[src/rtl/mem_bus_if.sv]
// Processor-side request/response bus between proc2 and mem_bus_ctrl.
// The master drives the request fields and the slave returns read data and a Ready pulse.
interface mem_bus_if;
   logic        Req;
   logic        W;
   logic [15:0] ADDR;
   logic [15:0] DOUT;
   logic [15:0] DIN;
   logic        Ready;

   modport master (output Req, W, ADDR, DOUT, input DIN, Ready);
   modport slave  (input Req, W, ADDR, DOUT, output DIN, Ready);
endinterface

[src/rtl/mem_bus_ctrl.sv]
// Memory-side bus controller: decodes proc2 requests into RAM, ROM, LED and switch regions.
// Optional macro BUS_ACCESS_COUNT_EN adds a readable access counter at region 4.
module mem_bus_ctrl #(
   parameter int RAM_AW      = 8,
   parameter int ROM_AW      = 8,
   parameter int WAIT_STATES = 1
) (
   input  logic              Clock,
   input  logic              Reset,
   mem_bus_if.slave          bus,
   output logic [ROM_AW-1:0] rom_addr,
   input  logic [15:0]       rom_q,
   input  logic [9:0]        SW,
   output logic [9:0]        LEDR,
   output logic              Fault,
   output logic [15:0]       Fault_addr
);

   typedef enum logic [1:0] {ST_IDLE, ST_ADDR, ST_WAIT, ST_RESP} state_t;

   localparam logic [3:0] WS_LOAD = 4'((WAIT_STATES > 0) ? WAIT_STATES - 1 : 0);

   state_t      state_q, state_d;
   logic [3:0]  cnt_q, cnt_d;
   logic        latch;
   logic [15:0] addr_q, wdata_q, din_q;
   logic        w_q;
   logic [9:0]  led_q, sw_meta_q, sw_sync_q;
   logic        fault_q;
   logic [15:0] fault_addr_q;
   logic [15:0] ram_q;
   logic [15:0] mem [2**RAM_AW];
   logic [3:0]  region;
   logic        is_mem, is_mapped, wr_forbidden, acc_fault, commit, ram_we;
   logic [15:0] rd_data;
   logic        unused_addr_bits;
`ifdef BUS_ACCESS_COUNT_EN
   logic [15:0] acc_cnt_q;
`endif

   assign region           = addr_q[15:12];
   assign is_mem           = (region == 4'd0) || (region == 4'd1);
   assign commit           = (state_q == ST_RESP);
   assign unused_addr_bits = ^addr_q;

`ifdef BUS_ACCESS_COUNT_EN
   assign is_mapped    = (region <= 4'd4);
   assign wr_forbidden = (region == 4'd0) || (region == 4'd4);
`else
   assign is_mapped    = (region <= 4'd3);
   assign wr_forbidden = (region == 4'd0);
`endif
   assign acc_fault = !is_mapped || (w_q && wr_forbidden);

   always_comb begin
      rd_data = 16'h0000;
      case (region)
         4'd0: rd_data = rom_q;
         4'd1: rd_data = ram_q;
         4'd2: rd_data = {6'b0, led_q};
         4'd3: rd_data = {6'b0, sw_sync_q};
`ifdef BUS_ACCESS_COUNT_EN
         4'd4: rd_data = acc_cnt_q;
`endif
         default: rd_data = 16'h0000;
      endcase
   end

   always_comb begin
      state_d = state_q;
      cnt_d   = cnt_q;
      latch   = 1'b0;
      case (state_q)
         ST_IDLE: begin
            if (bus.Req) begin
               latch   = 1'b1;
               state_d = ST_ADDR;
            end
         end
         ST_ADDR: begin
            if (is_mem && (WAIT_STATES > 0)) begin
               cnt_d   = WS_LOAD;
               state_d = ST_WAIT;
            end else begin
               state_d = ST_RESP;
            end
         end
         ST_WAIT: begin
            if (cnt_q == 4'd0) state_d = ST_RESP;
            else               cnt_d   = cnt_q - 4'd1;
         end
         ST_RESP: state_d = ST_IDLE;
         default: state_d = ST_IDLE;
      endcase
   end

   always_ff @(posedge Clock or posedge Reset) begin
      if (Reset) begin
         state_q      <= ST_IDLE;
         cnt_q        <= 4'd0;
         addr_q       <= 16'h0000;
         w_q          <= 1'b0;
         wdata_q      <= 16'h0000;
         din_q        <= 16'h0000;
         led_q        <= 10'h000;
         sw_meta_q    <= 10'h000;
         sw_sync_q    <= 10'h000;
         fault_q      <= 1'b0;
         fault_addr_q <= 16'h0000;
`ifdef BUS_ACCESS_COUNT_EN
         acc_cnt_q    <= 16'h0000;
`endif
      end else begin
         state_q   <= state_d;
         cnt_q     <= cnt_d;
         sw_meta_q <= SW;
         sw_sync_q <= sw_meta_q;
         if (latch) begin
            addr_q  <= bus.ADDR;
            w_q     <= bus.W;
            wdata_q <= bus.DOUT;
         end
         // Everything an access changes takes effect on the edge that leaves RESP.
         if (commit) begin
            if (!w_q) din_q <= rd_data;
            if (w_q && (region == 4'd2)) led_q <= wdata_q[9:0];
            if (acc_fault) begin
               fault_q <= 1'b1;
               if (!fault_q) fault_addr_q <= addr_q;
            end
`ifdef BUS_ACCESS_COUNT_EN
            acc_cnt_q <= acc_cnt_q + 16'd1;
`endif
         end
      end
   end

   // RAM array is not reset; Reset gates the write so an aborted transaction never commits.
   assign ram_we = commit && w_q && (region == 4'd1) && !Reset;

   always_ff @(posedge Clock) begin
      if (ram_we) mem[addr_q[RAM_AW-1:0]] <= wdata_q;
      ram_q <= mem[addr_q[RAM_AW-1:0]];
   end

   assign rom_addr   = addr_q[ROM_AW-1:0];
   assign bus.DIN    = (commit && !w_q) ? rd_data : din_q;
   assign bus.Ready  = commit;
   assign LEDR       = led_q;
   assign Fault      = fault_q;
   assign Fault_addr = fault_addr_q;

endmodule

[src/flat_wrapper.sv]
// flat-port wrapper written by rule: the top's interface ports become plain ports
module mem_bus_ctrl_flat 
#(
   parameter int RAM_AW      = 8,
   parameter int ROM_AW      = 8,
   parameter int WAIT_STATES = 1
)
  (Clock, Reset, rom_addr, rom_q, SW, LEDR, Fault, Fault_addr, bus_Req, bus_W, bus_ADDR, bus_DOUT, bus_DIN, bus_Ready);
  mem_bus_if bus_i ();
  input  logic Clock;
  input  logic Reset;
  output logic [ROM_AW-1:0] rom_addr;
  input  logic [15:0] rom_q;
  input  logic [9:0] SW;
  output logic [9:0] LEDR;
  output logic Fault;
  output logic [15:0] Fault_addr;
  input wire logic [$bits(bus_i.Req)-1:0] bus_Req;
  input wire logic [$bits(bus_i.W)-1:0] bus_W;
  input wire logic [$bits(bus_i.ADDR)-1:0] bus_ADDR;
  input wire logic [$bits(bus_i.DOUT)-1:0] bus_DOUT;
  output wire logic [$bits(bus_i.DIN)-1:0] bus_DIN;
  output wire logic [$bits(bus_i.Ready)-1:0] bus_Ready;
  assign bus_i.Req = bus_Req;
  assign bus_i.W = bus_W;
  assign bus_i.ADDR = bus_ADDR;
  assign bus_i.DOUT = bus_DOUT;
  assign bus_DIN = bus_i.DIN;
  assign bus_Ready = bus_i.Ready;
  mem_bus_ctrl #(.RAM_AW(RAM_AW), .ROM_AW(ROM_AW), .WAIT_STATES(WAIT_STATES)) u_core (.Clock(Clock), .Reset(Reset), .bus(bus_i), .rom_addr(rom_addr), .rom_q(rom_q), .SW(SW), .LEDR(LEDR), .Fault(Fault), .Fault_addr(Fault_addr));
endmodule
[config.mk]
export PLATFORM = sky130hd
export DESIGN_NAME = mem_bus_ctrl_flat
export DESIGN_NICKNAME = d
export VERILOG_FILES = /design/src/rtl/mem_bus_if.sv /design/src/rtl/mem_bus_ctrl.sv /design/src/flat_wrapper.sv
export SDC_FILE = /design/constraint.sdc
export NUM_CORES = 2
export LEC_CHECK = 0
export BUFFER_PORTS_ARGS = -buffer_cell sky130_fd_sc_hd__buf_2
export CAP_MARGIN = 30
export CORE_MARGIN = 2
export CORE_UTILIZATION = 65
export DETAILED_ROUTE_END_ITERATION = 16
export PLACE_DENSITY = 0.81
export SYNTH_ARGS = -nofsm -noshare
export SYNTH_HDL_FRONTEND = slang
export SYNTH_SLANG_ARGS = --single-unit
[constraint.sdc]
create_clock -name Clock -period 9.1 [get_ports Clock]
set_input_delay 1.82 -clock Clock [delete_from_list [all_inputs] [get_ports Clock]]
set_output_delay 1.82 -clock Clock [all_outputs]
set_load 0.01 [all_outputs]
### Word-level counts from Yosys, hierarchy flattened

Memory sizes are Yosys's and may differ from the RTL's. A register that Yosys moved wholly into a read port is not among the register bits.
Index checks and enable logic that the tools add are counted.

| word-level totals | value |
|---|---|
| bits in registers | 102 |
| latch bits | 0 |
| bits in writable memories | 4096 |
| ROM bits | 0 |
| word-level logic and storage cells | 60 |
| memories | 1 |

| cells by class | value |
|---|---|
| $add $sub $neg | 1 |
| multiply operators | 0 |
| div/mod/pow operators | 0 |
| $lt $le $gt $ge | 1 |
| equality and inequality tests | 10 |
| shift operators | 0 |
| mux-type cells | 13 |
| bitwise operators | 2 |
| reductions and logical operators | 21 |

Memory list:

| memory | words | bits a word | rd ports | clocked after Yosys merged registers in | write ports | RTL line | source |
|---|---|---|---|---|---|---|---|
| u_core.mem | 256 | 16 | 1 | 1 | 1 | mem_bus_ctrl.sv:32 | `logic [15:0] mem [2**RAM_AW];` |

Operators by type and width:

| kind | count |
|---|---|
| $pmux 16 s4 | 1 |
| $mux 16 | 1 |
| $eq 4x2->1 const B | 2 |
| $logic_not 4->1 | 2 |
| $mux 4 | 2 |
| $pmux 2 s4 | 1 |
| $pmux 4 s2 | 1 |
| $reduce_and 2->1 | 4 |
| $logic_and 1x1->1 | 6 |
| $reduce_and 3->1 | 2 |
| $mux 1 | 5 |
| $eq 2x2->1 const B | 2 |
| $eq 4x1->1 const B | 1 |
| $le 4x2->1 const B | 1 |
| $mux 2 | 2 |
| $ne 2x1->1 const B | 2 |
| $ne 2x2->1 const B | 2 |
| $sub 4x1->4 const B | 1 |
| $logic_not 1->1 | 3 |
| $eq 2x1->1 const B | 1 |
| $logic_not 2->1 | 1 |
| $logic_or 1x1->1 | 2 |
| $not 1->1 | 2 |
| $reduce_bool 2->1 | 1 |

### Depth between registers and ports, before layout

| depth | value |
|---|---|
| word-level depth | 6 |
| depth in mapped cells | 8 |

### Worst setup path after synthesis

Ideal clock, no wire load.

| timing | value |
|---|---|
| path kind | input-to-output |
| start | input rom_q[0] |
| end | output bus_DIN[0] |
| data arrival time | 2.436 ns |
| slack | 4.844 ns |
| stages | 3 |
| cells stage by stage | mux4_2 > inv_1 > o21ai_0 |

| on the way | value |
|---|---|
| longest elaborated chain between the ends | 2 |

RTL lines:

| what | RTL line | source |
|---|---|---|
| start, declared | flat_wrapper.sv:13 | `input logic [15:0] rom_q;` |
| $pmux 16 s4 | mem_bus_ctrl.sv:57 | `case (region)` |
| $mux 16 | mem_bus_ctrl.sv:147 | `assign bus.DIN = (commit && !w_q) ? rd_data : din_q;` |
| end, declared | flat_wrapper.sv:22 | `output wire logic [$bits(bus_i.DIN)-1:0] bus_DIN;` |

Every way passes these cells.

### Worst setup path in the final report

| timing | value |
|---|---|
| start | register u_core.state_q[0] |
| end | output bus_DIN[4] |

| on the way | value |
|---|---|
| longest elaborated chain between the ends | 3 |

RTL lines:

| what | RTL line | source |
|---|---|---|
| start, declared | mem_bus_ctrl.sv:23 | `state_t state_q, state_d;` |
| start signal, assigned | mem_bus_ctrl.sv:114 | `state_q <= state_d;` |
| $eq 2x2->1 | mem_bus_ctrl.sv:43 | `assign commit = (state_q == ST_RESP);` |
| $logic_and 1x1->1 | mem_bus_ctrl.sv:147 |  |
| $mux 16 | mem_bus_ctrl.sv:147 |  |

Every way passes these cells.

==> flow_summary_export.csv <==
group,metric,value,unit
die,dieWidth,499.2,um
clock_network,cts-resized-gates,0,
synthesis,ys_ff_latch,4214,
final_layout,drive_gt1_share,28.56,%
grt,grt_pass1_wl,634200,um
critical_path,crit_fanout,12,
clock_network,cts_tree,"yes",
die,ioPinCount,114,
critical_path,critPathMaxStageDelay,0.73,ns
synthesis,syn_inst,6997,
synthesis,yosys-top-cells-area,"edfxtp_1 77%, mux4_2 15%, a22oi_1 2.4%",
clock_network,cts_buffers,400,
route,drt_iter0_drc,18310,
power_and_ir_drop,clkPwrFrac,27.9,%
synthesis,syn-num-nets,7066,
die,dieHeight,499.2,um
grt,antenna_found_initial,39,
synthesis,synth_top_area_cell,"edfxtp_1",
die,row_count,181,
synthesis,syn_avg_cell_area,22.78,um^2
grt,grt_overflow_total,0,
route,drtAntennaViolNets,0,
final_layout,layout.cells.most_common_list,"4096 x edfxtp_1, 1034 x mux4_2, 512 x a22oi_1",
placed_design,place_hpwl,230600,um
power_and_ir_drop,ir_drop,319.2,uV
timing,hold_ws,0.3467,ns
timing,post-route-period-util,58.59,%
power_and_ir_drop,seqPwrFrac,42.9,%
timing,finalSetupTns,0,ns
route,via_count,87160,
timing,tightest_slew,1.396,ns
critical_path,crit_chain,"ha_1 > nand2b_1 > or3_1 > o21ai_0 > buf_2",
final_layout,nets,7568,
route,drtPass1Iterations,9,
placed_design,port_buffers,113,
power_and_ir_drop,p_int,39.49,mW
timing,drv_slew,0,
timing,final-setup-viol-count,0,
critical_path,cp.arrival,3.51,ns
die,die-area,249200,um^2
synthesis,synthArstFlopShare,2.421,%
power_and_ir_drop,pwr-share-comb,29.1,%
grt,grtUsageTotal,36.29,%
clock_network,cts.path.max_buffers,4,
die,coreArea,243500,um^2
clock_network,clock-root-buffer,"clkbuf_16",
outcome,outcome,"completed",
clock_network,clkTransAtPathRegs,0.06,ns
timing,rsz0062_at_grt,"no",
route,drc_errors,0,
route,postRouteWirelength,476500,um
power_and_ir_drop,power,59.27,mW
route,wl_per_cell,43.18,um
clock_network,htreeDepth,5,
timing,maxSlewHeadroom,6.953,%
power_and_ir_drop,p_per_area,331.2,nW/um^2
synthesis,synth_cell_types,36,
synthesis,synth_top_flop_cell,"edfxtp_1",
die,start_util,65.47,%
timing,timing.fmax,187.6,MHz
critical_path,slowest_stage,"or3_1",
critical_path,critPathLaunchType,"flip-flop",
clock_network,clkSinkCount,4214,
power_and_ir_drop,power.net_switching,19.78,mW
final_layout,final_common_cell,"edfxtp_1",
timing,hold_viol_final,0,
power_and_ir_drop,total_leakage_power,56.06,nW
timing,period_needed,5.332,ns
synthesis,synth_area,159400,um^2
critical_path,cp.required,7.28,ns
synthesis,ys_seq_area_share,78.98,%
grt,first_global_vias,84200,
timing,fin_ws,3.768,ns
clock_network,clock_latency,1.02,ns
hold_path,hp-class,"flip-flop to flip-flop",
final_layout,final_util,73.50,%
route,via_per_inst,7.899,
power_and_ir_drop,swShare,33.38,%
job,drv_cap,0,
placed_design,pre_cts_ws,3.985,ns
synthesis,ys_warn_count,0,
synthesis,synth_top_area_share,77.17,%
final_layout,area_growth,12.27,%
clock_network,cts_setup_buffers,0,
grt,grt_max_degree,203,
placed_design,place_congestion,0.8897,
timing,clock_skew,0.06480,ns
critical_path,worstSetupPathType,"flip-flop to primary output",
synthesis,synth_edf_count,4096,
critical_path,crit_path_end_kind,"primary output",
clock_network,hold_buffers,0,
[power by group through the flow]
| stage | Clock [mW] | Combinational [mW] | Sequential [mW] |
|---|---|---|---|
| floorplan | 0 | 8.88 | 26.9 |
| global placement | 0 | 15.0 | 25.9 |
| detailed placement | 0 | 15.6 | 25.9 |
| CTS | 16.4 | 16.1 | 25.5 |
| global route | 17.1 | 17.5 | 25.5 |
| finish | 16.6 | 17.3 | 25.5 |
[stage by stage]
stage | area [um^2] | instances
floorplan | 159400 | 6997
global placement | 165100 | 10220
detailed placement | 165900 | 10280
CTS | 178400 | 10990
global route | 178900 | 11020
finish | 178900 | 11030
[synth_stat cells (2+ instances only)]
cell type     n
buf_2       103
a22oi_1     512
o21ai_0      19
mux2_2       57
nand4_1      16
ha_1          7
nor3_4        4
nor2_1      261
inv_1        19
nand2_1      38
buf_6        17
buf_4         8
nand2b_1      5
dfxtp_1      16
nand2_2      16
mux2i_1       7
o41ai_1      64
or2_2         2
and2_1        2
buf_1        36
o31ai_1       7
a21oi_1     258
edfxtp_1   4096
nor3b_1       2
nand3_1       5
or3_1         4
clkbuf_1    268
mux4_2     1034
dfrtp_1     102
nor2b_1       6
[cell families (layout without fill, tap and decap cells)]
family / Yosys count / count (layout) / share of synthesized area, %
multiplexers: 1098 / 1098 / 15.06
buffers and inverters: 451 / 1263 / 1.242
AO/OA/AOI/OAI: 862 / 862 / 3.676
adder cells (fa/ha/maj): 7 / 7 / 0.05495
other: 0 / 23 / 0
flip-flops: 4214 / 4214 / 78.98
AND/OR/NAND/NOR: 365 / 365 / 0.9931
[layer usage]
| layer | GRT usage, % | up-vias | part of all wire [%] |
|---|---|---|---|
| met3 | 10.00 | 2180 | 15 |
| li1 | - | 30880 | - |
| met4 | 20.95 | 52 | 8.0 |
| met2 | 56.33 | 10150 | 47 |
| met1 | 46.97 | 43900 | 30 |
| met5 | 0 | - | 0.068 |
[worst max-delay path, delay by kind of cell, from the launching register on]
kind                       cells  cell delay [ns]
AOI/OAI and AO/OA              1             0.56
adders and majority gates      1             0.42
buffers and inverters          1             0.22
DFF                            1             0.41
and+or+nand+nor                2             0.88
[worst paths after layout]
check                                         start                  end  slack, ns  cells after the start
max in group asynchronous                     Reset     u_core.addr_q[1]       6.66                      3
min in group asynchronous                     Reset      u_core.din_q[7]       0.93                      2
worst max register to register     u_core.addr_q[1]      u_core.ram_q[2]       3.93                      8
worst min-delay path            u_core.sw_meta_q[4]  u_core.sw_sync_q[4]       0.35                      0
worst min register to register  u_core.sw_meta_q[4]  u_core.sw_sync_q[4]       0.35                      0
worst max-delay path              u_core.state_q[0]           bus_DIN[4]       3.77                      5
[flip-flops by register name (all words and copies together) (netlist names)]
register	count
u_core.state_q	2
u_core.wdata_q	16
u_core.mem	4096
u_core.sw_sync_q	10
u_core.din_q	16
u_core.cnt_q	4
u_core.ram_q	16
u_core.LEDR	10
u_core.Fault	1
u_core.w_q	1
u_core.sw_meta_q	10
u_core.addr_q	16
u_core.Fault_addr	16
[final cells by class]
type                       count  area (um^2)
antenna                       23        57.56
sequential                  4214       125900
clock inverter               202         1814
inverter                      19        73.82
timing repair buffer         532         4720
multi-input combinational   2332        31630
tap                         3202         4006
fill                       11800        64520
clock buffer                 510        10690
Note: power is estimated with default switching activity, not from simulation.
